--- src/rtl/nios2_oci_dct_capture.sv ---
// nios2_oci_dct_capture: arm/capture/drain FIFO for {dct_count, dct_buffer} trace entries
module nios2_oci_dct_capture #(
   parameter int DCT_W = 30,
   parameter int CNT_W = 4,
   parameter int DEPTH = 16,
   parameter int OVERWRITE = 0,
   localparam int ADDR_W = $clog2(DEPTH),
   localparam int DW = CNT_W + DCT_W
) (
   input  logic              clk,
   input  logic              reset,
   input  logic              arm,
   input  logic              dct_valid,
   input  logic [DCT_W-1:0]  dct_buffer,
   input  logic [CNT_W-1:0]  dct_count,
   input  logic              test_ending,
   input  logic              test_has_ended,
   input  logic              rd_ready,
   output logic              rd_valid,
   output logic [DW-1:0]     rd_data,
   output logic [ADDR_W:0]   fill_level,
   output logic [15:0]       drop_count,
   output logic              overflow,
   output logic              capturing,
   output logic              done
);
   typedef enum logic [1:0] {IDLE, CAPTURE, DRAIN, FINISHED} state_t;
   state_t state;
   logic [DW-1:0] mem [DEPTH];
   logic [ADDR_W-1:0] wr_ptr, rd_ptr;
   logic ended, full, wr_req, pop, drop, do_write, do_pop;
   assign full = fill_level == (ADDR_W+1)'(DEPTH);
   assign rd_valid = fill_level != '0;
   assign rd_data = mem[rd_ptr];
   assign capturing = state == CAPTURE;
   assign done = state == FINISHED;
   assign wr_req = !reset && !arm && capturing && dct_valid;
   assign pop = !reset && !arm && rd_valid && rd_ready;
   assign drop = wr_req && full && !pop;
   // ring mode turns a drop into "discard oldest": write proceeds and the read side advances
   assign do_write = wr_req && (!full || pop || OVERWRITE != 0);
   assign do_pop = pop || (drop && OVERWRITE != 0);
   always_ff @(posedge clk)
      if (do_write) mem[wr_ptr] <= {dct_count, dct_buffer};
   always_ff @(posedge clk) begin
      if (reset) begin
         state <= IDLE;
         wr_ptr <= '0;
         rd_ptr <= '0;
         fill_level <= '0;
         drop_count <= '0;
         overflow <= 1'b0;
         ended <= 1'b0;
      end else if (arm) begin
         state <= CAPTURE;
         wr_ptr <= '0;
         rd_ptr <= '0;
         fill_level <= '0;
         drop_count <= '0;
         overflow <= 1'b0;
         ended <= 1'b0;
      end else begin
         if (do_write) wr_ptr <= wr_ptr + 1'b1;
         if (do_pop) rd_ptr <= rd_ptr + 1'b1;
         fill_level <= fill_level + (ADDR_W+1)'(do_write) - (ADDR_W+1)'(do_pop);
         if (drop && drop_count != 16'hFFFF) drop_count <= drop_count + 16'd1;
         if (drop) overflow <= 1'b1;
         if ((state == CAPTURE || state == DRAIN) && test_has_ended) ended <= 1'b1;
         state <= (state == CAPTURE && (test_ending || test_has_ended)) ? DRAIN :
                  (state == DRAIN && fill_level == '0 && (ended || test_has_ended)) ? FINISHED : state;
      end
   end
endmodule
--- config.mk ---
export PLATFORM = sky130hd
export DESIGN_NAME = nios2_oci_dct_capture
export DESIGN_NICKNAME = d
export VERILOG_FILES = /design/src/rtl/nios2_oci_dct_capture.sv
export SDC_FILE = /design/constraint.sdc
export NUM_CORES = 1
export LEC_CHECK = 0
export BUFFER_PORTS_ARGS = -buffer_cell sky130_fd_sc_hd__clkbuf_2
export CAP_MARGIN = 20
export CORE_ASPECT_RATIO = 0.9
export CORE_MARGIN = 2
export CORE_UTILIZATION = 48
export CTS_CLUSTER_SIZE = 10
export DETAILED_ROUTE_END_ITERATION = 12
export PLACE_DENSITY_LB_ADDON = 0.3
export RECOVER_POWER = 100
export REMOVE_ABC_BUFFERS = 1
export SETUP_SLACK_MARGIN = 0.3
export SYNTH_ARGS = -nofsm -noshare
export SYNTH_HDL_FRONTEND = slang
export SYNTH_SLANG_ARGS = --single-unit
--- constraint.sdc ---
create_clock -name clk -period 12.7 [get_ports clk]
set_input_delay 1.905 -clock clk [delete_from_list [all_inputs] [get_ports clk]]
set_output_delay 1.905 -clock clk [all_outputs]
set_load 0.02 [all_outputs]
==> results.cfg <==
[global_route]
globalRouteMet1Util_pct = 28.5
grt_use_met2_pct = 31.1
grt.overflow.total = 0
grt_first_pass_wirelength_um = 69600
grt_pass1_vias = 10900
use_met3_pct = 4.48
largest_net_degree_at_the_start_of_global_routing = 120
groute.usage.overall_pct = 19.8
number_of_antenna_violations_at_the_first_check_in_global_routing = 2
globalRoute.busiestLayer = met2

[die]
fp.dieW_um = 232
core_region_area_sq_um = 46400
num_io_pins = 100
die_height_um = 209
floorplan.initialDensity_pct = 48.3
placementRows = 75
die_area_sq_um = 48400

[power_and_ir_drop]
power_switching_share_pct = 19.0
vdd.ir_drop.worst_mv = 0.0859
total_switching_power_w = 0.000726
share_comb_of_total_power_pct = 1.4
power.leakage_nw = 7.50
clock_network_fraction_of_design_power_pct = 43.9
power_frac_seq_pct = 54.7
power.internal_w = 0.00311
cell_area_power_density_nw_per_um2 = 151

[routing]
drt_drc_violations_left = 0
vias_per_cell = 5.90
drt_first_pass_iters = 5
dr_total_vias = 10400
wl_per_cell_um = 26.3
final_antenna_net_count = 0
detail_route.iter0.violations = 973
drt_wl_total_um = 46500

[synthesis]
post_synth_instance_area_sq_um = 22400
postSynthRegisterBits = 581
ys_async_sr_fraction_pct = 0
syn-instance-count = 994
post_synth_num_cell_types = 46
synth_area_leader_cell = sky130_fd_sc_hd__edfxtp_1
synth_largest_type_area_fraction_pct = 73.0
synth-edff-count = 544
synth_top_cells_by_area = sky130_fd_sc_hd__edfxtp_1 (73%), sky130_fd_sc_hd__mux4_2 (17%), sky130_fd_sc_hd__dfxtp_1 (3.3%)
yosys_warnings = 0
syn-mean-instance-area_sq_um = 22.5
yosysSeqAreaShare_pct = 76.3
ys.flop_type = sky130_fd_sc_hd__edfxtp_1

[final_layout]
final_layout_size_suffix_gt1_share_pct = 24.0
num_antenna_cells = 0
area_growth_pct = 13.2
fin_area_sq_um = 25300
final_net_count = 1194

[worst_setup_path]
cp.arrival_ns = 6.12
path_max_fanout = 119
worst_setup_path_start_kind = flop
worst-endpoint-required_ns = 10.80
setup.reg_to_reg.worst_slack_ns = 8.10
timing_worst_setup_path_type = flop to output port
worstSetupEndpointType = output port

[status]
run_status = finished with violations
failed_checks = max-capacitance violations, max-slew violations

[place]
total_half_perimeter_wirelength_after_legalization_and_detailed_placement_um = 22500
numPortBuffers = 99
detailed_place.area_sq_um = 23700
gp_congestion = 0.752

[clock_tree]
clk_pin_slew_worst_paths_ns = 0.05
number_of_buffers_created_by_cts = 68
clock_latency_ns = 0.57
clock_sinks = 581
postCtsSetupRepairBufs = 0
post_cts_resize_count = 0
htreeDepth = 3
max-clock-path-buffers = 3
cts_hold_buffers_added = 0
cts_root_buffer = sky130_fd_sc_hd__clkbuf_16
cts_tree = done

[worst_hold_path]
hold_path_class = flop to flop

[sta]
setup-violations-final = 0
timing.slew.headroom_pct = -213
totalNegativeSetupSlack_ns = 0
grt_setup_unrepaired = false
fin_crit_ns = 8.02
post-route-period-util_pct = 63.2
worst_pin_slew_ns = 4.69
fmax_mhz = 125
final_max_slew_viol_count = 758
hold_violations = 0
fin_worst_skew_ns = 0.0102

[flow_run]
drv.max_cap_violation_count = 19
[per-layer routing]
metal | share of wire, % | vias to the layer above
met5 | 0.069 | -
met4 | 1.8 | 4
met3 | 6.4 | 68
met2 | 48 | 325
met1 | 43 | 5580
li1 | - | 4449
[kinds of logic (layout without fill, tap and decap cells)]
logic type / Yosys count / after routing / synth area share, %
mux: 177 / 177 / 17.4
flops: 581 / 581 / 76.3
simple gates: 112 / 112 / 2.74
buf+inv: 66 / 224 / 1.43
compound gates: 34 / 34 / 0.922
xor+xnor: 8 / 8 / 0.313
fa+ha+maj: 16 / 16 / 0.928
[metrics by stage]
stage                     power [W]  instances  setup slack, ns  hold WS (ns)  util [%]
after floorplan             0.00216        946             3.98         0.432         -
after detailed placement    0.00219       1683             7.95         0.446      51.1
after global routing        0.00395       1768             3.91         0.485      54.7
after global placement      0.00219       1682             7.98         0.427      51.1
after CTS                   0.00387       1768             7.31         0.452      55.2
final                       0.00383       1768             4.68         0.452      54.7
[cell usage after synthesis, types with 4 or more instances]
master and n:
sky130_fd_sc_hd__buf_2 19, sky130_fd_sc_hd__mux2i_1 7, sky130_fd_sc_hd__o21ai_0 6, sky130_fd_sc_hd__or3_1 8
sky130_fd_sc_hd__clkbuf_1 21, sky130_fd_sc_hd__nand4_1 8, sky130_fd_sc_hd__nor4_1 5, sky130_fd_sc_hd__dfxtp_1 37
sky130_fd_sc_hd__nor3_1 9, sky130_fd_sc_hd__buf_6 5, sky130_fd_sc_hd__nand2_1 19, sky130_fd_sc_hd__or4_1 6
sky130_fd_sc_hd__a21oi_1 14, sky130_fd_sc_hd__xor2_1 4, sky130_fd_sc_hd__inv_1 18, sky130_fd_sc_hd__xnor2_1 4
sky130_fd_sc_hd__nand3_1 9, sky130_fd_sc_hd__edfxtp_1 544, sky130_fd_sc_hd__o31ai_1 6, sky130_fd_sc_hd__mux4_2 170
sky130_fd_sc_hd__nor2_1 27, sky130_fd_sc_hd__ha_1 15
[flip-flops by register name, summed over array words and instances, names as in the netlist, named ones only]
signal / cells
wr_ptr: 4
drop_count: 16
ended: 1
fill_level: 5
rd_ptr: 4
state: 2
mem: 544
overflow: 1
[worst paths after layout]
path                                    start    endpoint  cells after the start
worst max-delay path                     flop  rd_data[0]                      4
worst min-delay path                 overflow    overflow                      2
worst max register to register  fill_level[2]   mem[4][6]                      7
worst min register to register       overflow    overflow                      2
[power groups by stage]
stage	logic, W	clock network, W	registers (W)
finish	0.0000522	0.00168	0.00210
global route	0.0000585	0.00180	0.00210
CTS	0.0000546	0.00172	0.00210
detailed placement	0.0000546	0	0.00213
global placement	0.0000518	0	0.00213
floorplan	0.0000188	0	0.00214
[critical path: stages (launching register included)]
cell                       delay, ns
sky130_fd_sc_hd__dfxtp_4        0.57
sky130_fd_sc_hd__clkbuf_2       3.30
sky130_fd_sc_hd__mux4_2         0.83
sky130_fd_sc_hd__mux4_2         0.55
sky130_fd_sc_hd__clkbuf_1       0.20
[area by class of cell]
| class | count | area, sq um |
|---|---|---|
| fillers | 3534 | 21000 |
| flip-flops and latches | 581 | 17100 |
| multi-input cells | 347 | 5080 |
| clock buffers | 80 | 1810 |
| well taps | 616 | 771 |
| repair buffers | 121 | 477 |
| inverters | 18 | 67.6 |
| clock inverters | 5 | 57.6 |
[cell usage in the layout, fill, tap and decap left out, drive strengths merged, types with 2 or more instances in the layout]
cell and count:
edfxtp 544, clkbuf 198, mux4 170, dfxtp 37
nor2 27, inv 21, nand2 19, ha 15
a21oi 14, nand3 10, nor3 9, or3 8
nand4 8, mux2i 7, o21ai 6, o31ai 6
or4 6, nor4 6, xor2 4, xnor2 4
nand2b 3, and3 3, buf 3, nor3b 3
a21o 2, o21bai 2, and2 2, clkinv 2
(Power assumes the default switching activity.)
